## src/rtl/hazard3_eth_mii_rx_if.sv

```systemverilog
// ---------------------------------------------------------------------------
// hazard3_eth_mii_rx_if
// Bundles the MII receive pins, the rx frame buffer byte write port and the
// host status/release signals of the MII receive deframer.
//
//   master : deframer side (samples MII + release, drives buffer and status)
//   slave  : environment side (drives MII + release, observes buffer/status)
//
// Signals
//   rx_ce        1       one-clk strobe per MII nibble time
//   rx_dv        1       MII receive data valid
//   rx_er        1       MII receive error
//   rxd          4       MII nibble, low nibble of each byte first
//   wr_en        1       buffer byte write strobe
//   wr_addr      ADDR_W  buffer byte address
//   wr_data      8       buffer byte data
//   rx_release   1       host pulse: frame consumed, buffer free
//   frame_valid  1       a completed frame is held in the buffer
//   frame_len    16      byte count of held frame incl. FCS
//   frame_err    1       held frame is bad
//   crc_err      1       held frame failed FCS check
//   drop_cnt     16      frames discarded because the buffer was full
//   busy         1       deframer not idle
// ---------------------------------------------------------------------------
interface hazard3_eth_mii_rx_if #(
    parameter int ADDR_W = 11
);
    logic              rx_ce;
    logic              rx_dv;
    logic              rx_er;
    logic [3:0]        rxd;
    logic              wr_en;
    logic [ADDR_W-1:0] wr_addr;
    logic [7:0]        wr_data;
    logic              rx_release;
    logic              frame_valid;
    logic [15:0]       frame_len;
    logic              frame_err;
    logic              crc_err;
    logic [15:0]       drop_cnt;
    logic              busy;

    modport master (
        input  rx_ce, rx_dv, rx_er, rxd, rx_release,
        output wr_en, wr_addr, wr_data, frame_valid, frame_len,
               frame_err, crc_err, drop_cnt, busy
    );

    modport slave (
        output rx_ce, rx_dv, rx_er, rxd, rx_release,
        input  wr_en, wr_addr, wr_data, frame_valid, frame_len,
               frame_err, crc_err, drop_cnt, busy
    );
endinterface

```

## src/rtl/hazard3_eth_mii_rx.sv

```systemverilog
// ---------------------------------------------------------------------------
// hazard3_eth_mii_rx
// MII receive deframer. Strips preamble/SFD, packs nibbles into bytes, writes
// each byte into the rx frame buffer and reports length/status of the frame,
// holding it until the host pulses rx_release.
//
// Build option
//   ETH_RX_CRC_CHECK_EN : when defined, a reflected CRC-32 runs over every
//                         received byte (FCS included) and crc_err reports a
//                         residue mismatch. When undefined no CRC logic is
//                         built and crc_err is tied low.
//
// Parameters
//   MTU      rx buffer size in bytes; longer frames are truncated and flagged
//   ADDR_W   buffer address width (2**ADDR_W must be >= MTU)
//   MIN_LEN  minimum legal frame length incl. FCS
//
// Ports
//   clk    system clock
//   rst_n  asynchronous active-low reset
//   bus    hazard3_eth_mii_rx_if.master (MII in, buffer write, host status)
// ---------------------------------------------------------------------------
module hazard3_eth_mii_rx #(
    parameter int MTU     = 1536,
    parameter int ADDR_W  = 11,
    parameter int MIN_LEN = 64
) (
    input  logic                  clk,
    input  logic                  rst_n,
    hazard3_eth_mii_rx_if.master  bus
);

    localparam logic [15:0] MTU_L     = 16'(MTU);
    localparam logic [15:0] MIN_LEN_L = 16'(MIN_LEN);

    typedef enum logic [2:0] {
        S_IDLE,
        S_PRE,
        S_DATA,
        S_DONE,
        S_DROP
    } state_t;

    state_t r_state;
    state_t w_next;

    // FSM strobes consumed by the datapath
    logic w_start;      // SFD accepted, new frame begins
    logic w_drop_hit;   // SFD seen while buffer still held
    logic w_nib_lo;     // low nibble of a byte captured
    logic w_byte_done;  // high nibble completes a byte

    // Frame assembly state
    logic [15:0]       r_cnt;     // bytes received, saturates at MTU
    logic              r_phase;   // 1 = low nibble held, waiting for high
    logic [3:0]        r_lo;
    logic              r_err;     // sticky rx_er seen during data
    logic              r_ovf;     // bytes arrived after buffer was full

    // Output registers
    logic              r_wr_en;
    logic [ADDR_W-1:0] r_wr_addr;
    logic [7:0]        r_wr_data;
    logic              r_frame_valid;
    logic [15:0]       r_frame_len;
    logic              r_frame_err;
    logic [15:0]       r_drop_cnt;

    logic [7:0]        w_byte;
    assign w_byte = {bus.rxd, r_lo};

    // -----------------------------------------------------------------------
    // FSM state register
    // -----------------------------------------------------------------------
    always_ff @(posedge clk or negedge rst_n) begin
        if (!rst_n) r_state <= S_IDLE;
        else        r_state <= w_next;
    end

    // -----------------------------------------------------------------------
    // FSM next state. IDLE evaluates its first nibble exactly like PRE so that
    // an SFD arriving with no preamble at all still starts a frame.
    // A release arriving together with the SFD frees the buffer in time for
    // that SFD, so the new frame is accepted rather than dropped.
    // -----------------------------------------------------------------------
    always_comb begin
        w_next      = r_state;
        w_start     = 1'b0;
        w_drop_hit  = 1'b0;
        w_nib_lo    = 1'b0;
        w_byte_done = 1'b0;
        case (r_state)
            S_IDLE, S_PRE: begin
                if (bus.rx_ce) begin
                    if (!bus.rx_dv) begin
                        w_next = S_IDLE;
                    end else if (bus.rxd == 4'h5) begin
                        w_next = S_PRE;
                    end else if (bus.rxd == 4'hD) begin
                        if (!r_frame_valid || bus.rx_release) begin
                            w_next  = S_DATA;
                            w_start = 1'b1;
                        end else begin
                            w_next     = S_DROP;
                            w_drop_hit = 1'b1;
                        end
                    end else begin
                        w_next = S_DROP;
                    end
                end
            end
            S_DATA: begin
                if (bus.rx_ce) begin
                    if (!bus.rx_dv)    w_next      = S_DONE;
                    else if (!r_phase) w_nib_lo    = 1'b1;
                    else               w_byte_done = 1'b1;
                end
            end
            S_DONE: begin
                w_next = S_IDLE;
            end
            S_DROP: begin
                if (bus.rx_ce && !bus.rx_dv) w_next = S_IDLE;
            end
            default: begin
                w_next = S_IDLE;
            end
        endcase
    end

    // -----------------------------------------------------------------------
    // Byte assembly and buffer write. The write strobe is a single-cycle
    // registered pulse one clk after the completing nibble is sampled.
    // -----------------------------------------------------------------------
    always_ff @(posedge clk or negedge rst_n) begin
        if (!rst_n) begin
            r_cnt     <= '0;
            r_phase   <= 1'b0;
            r_lo      <= '0;
            r_err     <= 1'b0;
            r_ovf     <= 1'b0;
            r_wr_en   <= 1'b0;
            r_wr_addr <= '0;
            r_wr_data <= '0;
        end else begin
            r_wr_en <= 1'b0;
            if (w_start) begin
                r_cnt   <= '0;
                r_phase <= 1'b0;
                r_err   <= 1'b0;
                r_ovf   <= 1'b0;
            end
            if (w_nib_lo) begin
                r_lo    <= bus.rxd;
                r_phase <= 1'b1;
            end
            if (w_byte_done) begin
                r_phase <= 1'b0;
                if (r_cnt < MTU_L) begin
                    r_wr_en   <= 1'b1;
                    r_wr_addr <= r_cnt[ADDR_W-1:0];
                    r_wr_data <= w_byte;
                    r_cnt     <= r_cnt + 16'd1;
                end else begin
                    r_ovf <= 1'b1;
                end
            end
            // rx_er only counts while the nibble is part of the frame
            if (r_state == S_DATA && bus.rx_ce && bus.rx_dv && bus.rx_er)
                r_err <= 1'b1;
        end
    end

`ifdef ETH_RX_CRC_CHECK_EN
    // Reflected CRC-32, one byte per call, no final inversion: running it
    // over the FCS too leaves the fixed residue 0xDEBB20E3 on a good frame.
    function automatic logic [31:0] f_crc_byte(input logic [31:0] c,
                                               input logic [7:0]  b);
        logic [31:0] x;
        x = c ^ {24'h0, b};
        for (int i = 0; i < 8; i++)
            x = x[0] ? ((x >> 1) ^ 32'hEDB88320) : (x >> 1);
        return x;
    endfunction

    logic [31:0] r_crc;
    logic        r_crc_err;

    always_ff @(posedge clk or negedge rst_n) begin
        if (!rst_n) begin
            r_crc <= 32'hFFFF_FFFF;
        end else if (w_start) begin
            r_crc <= 32'hFFFF_FFFF;
        end else if (w_byte_done) begin
            // bytes past MTU still feed the CRC; the verdict is forced anyway
            r_crc <= f_crc_byte(r_crc, w_byte);
        end
    end
`endif

    // -----------------------------------------------------------------------
    // Frame status / hold / drop counter
    // -----------------------------------------------------------------------
    always_ff @(posedge clk or negedge rst_n) begin
        if (!rst_n) begin
            r_frame_valid <= 1'b0;
            r_frame_len   <= '0;
            r_frame_err   <= 1'b0;
            r_drop_cnt    <= '0;
`ifdef ETH_RX_CRC_CHECK_EN
            r_crc_err     <= 1'b0;
`endif
        end else begin
            if (bus.rx_release) begin
                r_frame_valid <= 1'b0;
                r_frame_err   <= 1'b0;
`ifdef ETH_RX_CRC_CHECK_EN
                r_crc_err     <= 1'b0;
`endif
            end
            if (r_state == S_DONE) begin
                r_frame_valid <= 1'b1;
                r_frame_len   <= r_cnt;
                // r_phase still set means the frame ended on a lone nibble
                r_frame_err   <= r_err | r_phase | r_ovf | (r_cnt < MIN_LEN_L);
`ifdef ETH_RX_CRC_CHECK_EN
                r_crc_err     <= r_ovf | (r_crc != 32'hDEBB20E3);
`endif
            end
            if (w_drop_hit)
                r_drop_cnt <= r_drop_cnt + 16'd1;
        end
    end

    assign bus.wr_en       = r_wr_en;
    assign bus.wr_addr     = r_wr_addr;
    assign bus.wr_data     = r_wr_data;
    assign bus.frame_valid = r_frame_valid;
    assign bus.frame_len   = r_frame_len;
    assign bus.frame_err   = r_frame_err;
    assign bus.drop_cnt    = r_drop_cnt;
    assign bus.busy        = (r_state != S_IDLE);
`ifdef ETH_RX_CRC_CHECK_EN
    assign bus.crc_err     = r_crc_err;
`else
    assign bus.crc_err     = 1'b0;
`endif

endmodule
```

## src/flat_wrapper.sv

```systemverilog
// flat-port wrapper written by rule: the top's interface ports become plain ports
module hazard3_eth_mii_rx_flat 
#(
    parameter int MTU     = 1536,
    parameter int ADDR_W  = 11,
    parameter int MIN_LEN = 64
)
  (clk, rst_n, bus_rx_ce, bus_rx_dv, bus_rx_er, bus_rxd, bus_rx_release, bus_wr_en, bus_wr_addr, bus_wr_data, bus_frame_valid, bus_frame_len, bus_frame_err, bus_crc_err, bus_drop_cnt, bus_busy);
  hazard3_eth_mii_rx_if #(.ADDR_W(ADDR_W)) bus_i ();
  input  logic clk;
  input  logic rst_n;
  input wire logic [$bits(bus_i.rx_ce)-1:0] bus_rx_ce;
  input wire logic [$bits(bus_i.rx_dv)-1:0] bus_rx_dv;
  input wire logic [$bits(bus_i.rx_er)-1:0] bus_rx_er;
  input wire logic [$bits(bus_i.rxd)-1:0] bus_rxd;
  input wire logic [$bits(bus_i.rx_release)-1:0] bus_rx_release;
  output wire logic [$bits(bus_i.wr_en)-1:0] bus_wr_en;
  output wire logic [$bits(bus_i.wr_addr)-1:0] bus_wr_addr;
  output wire logic [$bits(bus_i.wr_data)-1:0] bus_wr_data;
  output wire logic [$bits(bus_i.frame_valid)-1:0] bus_frame_valid;
  output wire logic [$bits(bus_i.frame_len)-1:0] bus_frame_len;
  output wire logic [$bits(bus_i.frame_err)-1:0] bus_frame_err;
  output wire logic [$bits(bus_i.crc_err)-1:0] bus_crc_err;
  output wire logic [$bits(bus_i.drop_cnt)-1:0] bus_drop_cnt;
  output wire logic [$bits(bus_i.busy)-1:0] bus_busy;
  assign bus_i.rx_ce = bus_rx_ce;
  assign bus_i.rx_dv = bus_rx_dv;
  assign bus_i.rx_er = bus_rx_er;
  assign bus_i.rxd = bus_rxd;
  assign bus_i.rx_release = bus_rx_release;
  assign bus_wr_en = bus_i.wr_en;
  assign bus_wr_addr = bus_i.wr_addr;
  assign bus_wr_data = bus_i.wr_data;
  assign bus_frame_valid = bus_i.frame_valid;
  assign bus_frame_len = bus_i.frame_len;
  assign bus_frame_err = bus_i.frame_err;
  assign bus_crc_err = bus_i.crc_err;
  assign bus_drop_cnt = bus_i.drop_cnt;
  assign bus_busy = bus_i.busy;
  hazard3_eth_mii_rx #(.MTU(MTU), .ADDR_W(ADDR_W), .MIN_LEN(MIN_LEN)) u_core (.clk(clk), .rst_n(rst_n), .bus(bus_i));
endmodule
```

## config.mk

```make
export PLATFORM = sky130hd
export DESIGN_NAME = hazard3_eth_mii_rx_flat
export DESIGN_NICKNAME = d
export VERILOG_FILES = /design/src/rtl/hazard3_eth_mii_rx_if.sv /design/src/rtl/hazard3_eth_mii_rx.sv /design/src/flat_wrapper.sv
export SDC_FILE = /design/constraint.sdc
export NUM_CORES = 1
export LEC_CHECK = 0
export BUFFER_PORTS_ARGS = -buffer_cell sky130_fd_sc_hd__buf_2
export CORE_MARGIN = 2
export CORE_UTILIZATION = 55
export DETAILED_ROUTE_END_ITERATION = 10
export PLACE_DENSITY = 0.76
export SLEW_MARGIN = 20
export SYNTH_ARGS = -nofsm -noshare
export SYNTH_HDL_FRONTEND = slang
export SYNTH_SLANG_ARGS = --single-unit
```

## constraint.sdc

```tcl
create_clock -name clk -period 3.6 [get_ports clk]
set_clock_uncertainty 0.1 [all_clocks]
set_input_delay 0.36 -clock clk [delete_from_list [all_inputs] [get_ports clk]]
set_output_delay 0.36 -clock clk [all_outputs]
set_load 0.05 [all_outputs]
```

# After elaboration in Yosys (flattened, before gate mapping)
# Index checks and enable logic that the tools add are counted.
# word_totals
regBits	80
input_bits	10
out_inout_bits	56
elab_cells	89
# op_classes
addsub	2
order_cmp	2
n_eq_ne	10
muxes	44
n_bitwise	3
n_reduce_logical	15
# op_table
op	count
16-bit 2-to-1 mux	3
16-bit by 1-bit adder with 16-bit output (second input constant)	2
1-bit 2-to-1 mux	32
3-bit 2-to-1 mux	8
16-bit by 11-bit < comparator with 1-bit output (second input constant)	1
16-bit by 7-bit < comparator with 1-bit output (second input constant)	1
3-bit case mux with 3 select lines	1
3-bit by 2-bit == test with 1-bit output (second input constant)	2
2-bit inequality test (second input constant)	3
3-bit nonzero test	2
4-bit by 3-bit == test with 1-bit output (second input constant)	1
4-bit == test (second input constant)	1
1-bit logical AND	4
4-bit AND reduction	1
2-bit nonzero test	2
3-bit by 1-bit == test with 1-bit output (second input constant)	1
3-bit == test (second input constant)	1
3-bit logical NOT	1
1-bit bitwise OR	3
1-bit logical NOT	2
2-bit by 1-bit inequality test with 1-bit output (second input constant)	1
2-bit AND reduction	1
2-bit OR reduction	1
1-bit logical OR	1

# Logic depth before layout (Yosys ltp)
# logic_depth
ltp_word	11
ltp_mapped	6
ltp_nobuf	5

# Worst setup path after synthesis
# OpenSTA, ideal clock, no wires.
# synth_path
kind	reg-to-reg
start	reg u_core.r_frame_valid, in the netlist u_core.bus.frame_valid
end	reg u_core.r_drop_cnt[15], in the netlist u_core.bus.drop_cnt[15]
setup_ps	140
arrival_time_ps	1866
required_ps	3360
setup_slack_ps	1494
path_stages_with_launch	5
n_path_buf	0
period_less_slack_ps	2106
cell_sequence	dfrtp_1 > or3b_2 > nor4_2 > nand4_1 > xnor2_1
# synth_via
elab_chain_len	8
# synth_rtl
item	line	rtl
start, declared	hazard3_eth_mii_rx.sv:64	logic r_frame_valid;
start signal, assigned	hazard3_eth_mii_rx.sv:206	r_frame_valid <= 1'b0;
start signal, assigned	hazard3_eth_mii_rx.sv:215	r_frame_valid <= 1'b0;
start signal, assigned	hazard3_eth_mii_rx.sv:222	r_frame_valid <= 1'b1;
1-bit logical NOT	hazard3_eth_mii_rx.sv:100	if (!r_frame_valid || bus.rx_release) begin
1-bit logical OR	hazard3_eth_mii_rx.sv:100	
1-bit 2-to-1 mux	hazard3_eth_mii_rx.sv:100	
1-bit 2-to-1 mux	hazard3_eth_mii_rx.sv:99	end else if (bus.rxd == 4'hD) begin
1-bit 2-to-1 mux	hazard3_eth_mii_rx.sv:97	end else if (bus.rxd == 4'h5) begin
1-bit 2-to-1 mux	hazard3_eth_mii_rx.sv:95	if (!bus.rx_dv) begin
1-bit 2-to-1 mux	hazard3_eth_mii_rx.sv:94	if (bus.rx_ce) begin
1-bit 2-to-1 mux	hazard3_eth_mii_rx.sv:92	case (r_state)
end signal, assigned	hazard3_eth_mii_rx.sv:231	r_drop_cnt <= r_drop_cnt + 16'd1;
end, declared	hazard3_eth_mii_rx.sv:67	logic [15:0] r_drop_cnt;
# Every way passes these cells.
# A chain may end at the register's enable or synchronous reset.

# Final worst setup path
# layout_path
start	reg u_core.r_cnt[14]
end	reg u_core.r_wr_data[0], in the netlist u_core.bus.wr_data[0]
# layout_via
elab_chain_len	2
# layout_rtl
item	line	rtl
start, declared	hazard3_eth_mii_rx.sv:54	logic [15:0] r_cnt;
start signal, assigned	hazard3_eth_mii_rx.sv:163	r_cnt <= r_cnt + 16'd1;
16-bit by 11-bit < comparator with 1-bit output	hazard3_eth_mii_rx.sv:159	if (r_cnt < MTU_L) begin
2-bit AND reduction (no line)	n/a	
end signal, assigned	hazard3_eth_mii_rx.sv:162	r_wr_data <= w_byte;
end, declared	hazard3_eth_mii_rx.sv:63	logic [7:0] r_wr_data;
# Every way passes these cells.

==> results.ini <==
[setup_path]
cp_cell_sequence=or4_4 > a211oi_2 > nand2_4 > inv_1 > mux2_2
r2r-start=u_core.r_cnt[14]
crit_cells=5
cpPeakStageDelay_ns=0.56
crit_arrival_ns=2.51
worstRegToRegCells=5
cp-start-kind=flip-flop
cp-end-kind=flip-flop
crit_type=reg -> reg
slowest_stage=or4_4
crit_buf_inv=1
crit_fanout=18
crit_family=simple AND/OR/NAND/NOR gates
rr_endpoint=u_core.bus.wr_data[0]
r2r_slack_ns=1.22
required_ns=3.73

[place]
place_inst=406
hpwl_mm=4.64
place_congestion=0.835
portBuffers=64

[sta]
setup_viol=0
hold_violations=0
rsz0062_at_grt=false
post-route-period-util_pct=66.2
relSlewSlack_pct=37.1
fmax_ghz=0.420
tns_ns=0
maxSlewViolCount=0
tightest_slew_ns=0.941
final.min_clock_period_ns=2.38

[logic_synthesis]
ys_seq_elements=80
synth_edf_count=0
synth_async_sr_flop_share_pct=100
synthCells=275
synthDistinctLibCells=43
syn_nets=287
syn-cell-area_um2=3480
synth_area_per_cell_um2=12.7
yosysWarnings=0
ys.flop_type=dfrtp_1
seq_area_frac_synth_pct=57.5

[detailed_routing]
viasPerCell=5.71
wl_per_cell_um=16.3
finalWirelength_mm=6.85
drcViolationCount=0
drtAntennaViolNets=0
first_pass_iters=4
vias=2403
initialDrtViolationCount=193

[floorplanning]
fp.dieH_um=83.6
core_um2=6030
die-area_um2=6990
std_cell_rows=28
io_pins=66
die_w_um=83.6
start_util_pct=57.8

[flow_run]
cap_violations=0

[hold_path]
min_path_type=in -> reg
hold_depth=3
min_to=u_core.r_err
min_from=bus_rx_er

[grt]
grt_remaining_overflow=0
antenna_found_initial=0
track_usage_pct=20.6
grt_max_degree=81
grt_pass1_wl_mm=11.4
grt_pass1_vias=2270

[power_and_ir_drop]
intPower_uw=1540
swShare_pct=28.3
power_leakage_uw=0.00215
pwr-share-seq_pct=48.9
power_frac_comb_pct=15.6
p_clk_share_pct=35.5
switching_power_uw=607
max-vdd-ir-drop_v=0.000326
p_per_area_nw_per_um2=524

[finish]
fin_nets=355
areaGrowthSynthToFinish_pct=17.5
drive_gt1_share_pct=35.3
final_cells=421
most-common-layout-cells=80 x dfrtp_1, 63 x buf_2, 29 x mux2_2, 16 x nand2_1
mostFrequentLayoutCell=dfrtp_1
n_antenna_cell=0

[run_status]
outcome=finished clean

[cts]
cts_buffer_depth=2
htree_num_levels=3
cts.sinks=80
clk_latency_ns=0.34
cts.clk_slew.worst_paths_ns=0.07
cts_tree=built
cts_buffers=9
root_buffer=clkbuf_8
postCtsSetupRepairBufs=0

-- flip-flops by register name, indices dropped and copies added, names as in the netlist --
| register | count |
|---|---|
| u_core.r_cnt | 16 |
| u_core.bus.frame_err | 1 |
| u_core.bus.frame_len | 16 |
| u_core.r_err | 1 |
| u_core.bus.frame_valid | 1 |
| u_core.bus.wr_data | 8 |
| u_core.r_phase | 1 |
| u_core.bus.wr_en | 1 |
| u_core.r_state | 3 |
| u_core.r_lo | 4 |
| u_core.bus.drop_cnt | 16 |
| u_core.r_ovf | 1 |
| u_core.bus.wr_addr | 11 |
-- logic make-up (layout without fill, tap and decap cells) --
family / after synthesis / after routing / synth area share [%]
adder cells (fa/ha/maj): 2 / 2 / 0.718
XOR/XNOR: 15 / 15 / 3.77
multiplexers: 39 / 39 / 13.5
AO/OA/AOI/OAI: 30 / 30 / 5.28
AND/OR/NAND/NOR: 93 / 93 / 17.1
other: 1 / 1 / 0.108
flip-flops: 80 / 80 / 57.5
buffers and inverters: 15 / 86 / 2.05
-- area by class of cell --
type                       count  area, um2
multi-input combinational    180       1410
inverter                       7       26.3
tap                           75       93.8
timing repair buffer          65        337
clock inverter                 4       95.1
clock buffer                  10        128
sequential                    80       2000
fill                         477       1930
-- power groups by stage --
stage | logic (uW) | clock network [uW] | registers (uW)
after floorplan | 134 | 0 | 1160
after global placement | 329 | 0 | 1060
after detailed placement | 334 | 0 | 1070
after CTS | 336 | 767 | 1050
after global routing | 358 | 813 | 1060
final | 334 | 760 | 1050
-- layer usage --
metal  vias up  wire, um  GRT usage (%)
li1       1146         -              -
met1      1178      3240           29.7
met2        69      3190           30.5
met3        10       300           5.24
met4         0       118           7.18
met5         -         0              0
-- cells in the mapped netlist (2+ instances only) --
cell	instances	area, um2
mux2_2	29	327
nand2_1	16	60.1
nand4b_1	2	17.5
xnor2_1	13	114
xor2_1	2	17.5
nor3_1	2	10.0
and4_1	3	26.3
or3_1	3	18.8
buf_4	2	15.0
nand2b_1	4	25.0
nor4_1	4	25.0
ha_1	2	25.0
and3b_1	3	26.3
o31ai_1	6	45.0
or4_1	7	52.6
a21oi_1	10	50.1
mux2_4	9	135
o21ai_0	9	45.0
dfrtp_1	80	2000
nand4_1	9	56.3
nor4_4	2	42.5
and3_1	3	18.8
nand3_1	13	65.1
and2_1	7	43.8
clkbuf_1	4	15.0
inv_1	7	26.3
nand3b_1	3	22.5
nor2_1	6	22.5
-- per-stage QoR --
| stage | setup WS, ns | hold slack (ns) | util [%] | total power (uW) | instance area (um2) |
|---|---|---|---|---|---|
| 2_1_floorplan | 1.49 | -0.0356 | - | 1300 | 3480 |
| 3_3_place_gp | 1.28 | 0.359 | 64.0 | 1390 | 3850 |
| 3_5_place_dp | 1.22 | 0.358 | 64.0 | 1400 | 3850 |
| 4_1_cts | 1.21 | 0.107 | 67.7 | 2150 | 4080 |
| 5_1_grt | 1.09 | 0.192 | 67.9 | 2230 | 4090 |
| 6_report | 1.22 | 0.175 | 67.9 | 2140 | 4090 |
-- how the worst max path moves through the flow --
stage                                   end  slack, ns              startpoint
floorplan           u_core.bus.drop_cnt[15]       1.49  u_core.bus.frame_valid
global placement      u_core.bus.wr_data[2]       1.28        u_core.r_cnt[14]
detailed placement    u_core.bus.wr_data[1]       1.22        u_core.r_cnt[14]
CTS                   u_core.bus.wr_data[1]       1.21        u_core.r_cnt[14]
global route          u_core.bus.wr_data[0]       1.09        u_core.r_cnt[14]
finish                u_core.bus.wr_data[0]       1.22        u_core.r_cnt[14]
-- worst register-to-register path: cells and delay by family (launching register included) --
kind	cells	cell delay (ns)
AO/OA/AOI/OAI	1	0.37
AND/OR/NAND/NOR	2	0.85
buffers and inverters	1	0.21
multiplexers	1	0.35
flip-flops	1	0.39
-- what timing repair did --
action | in CTS | in global routing
hold buffers | 0 | 1
hold endpoints to repair | 0 | 8
resized for setup | 0 | 0
Power figures use the tool's default switching activity.
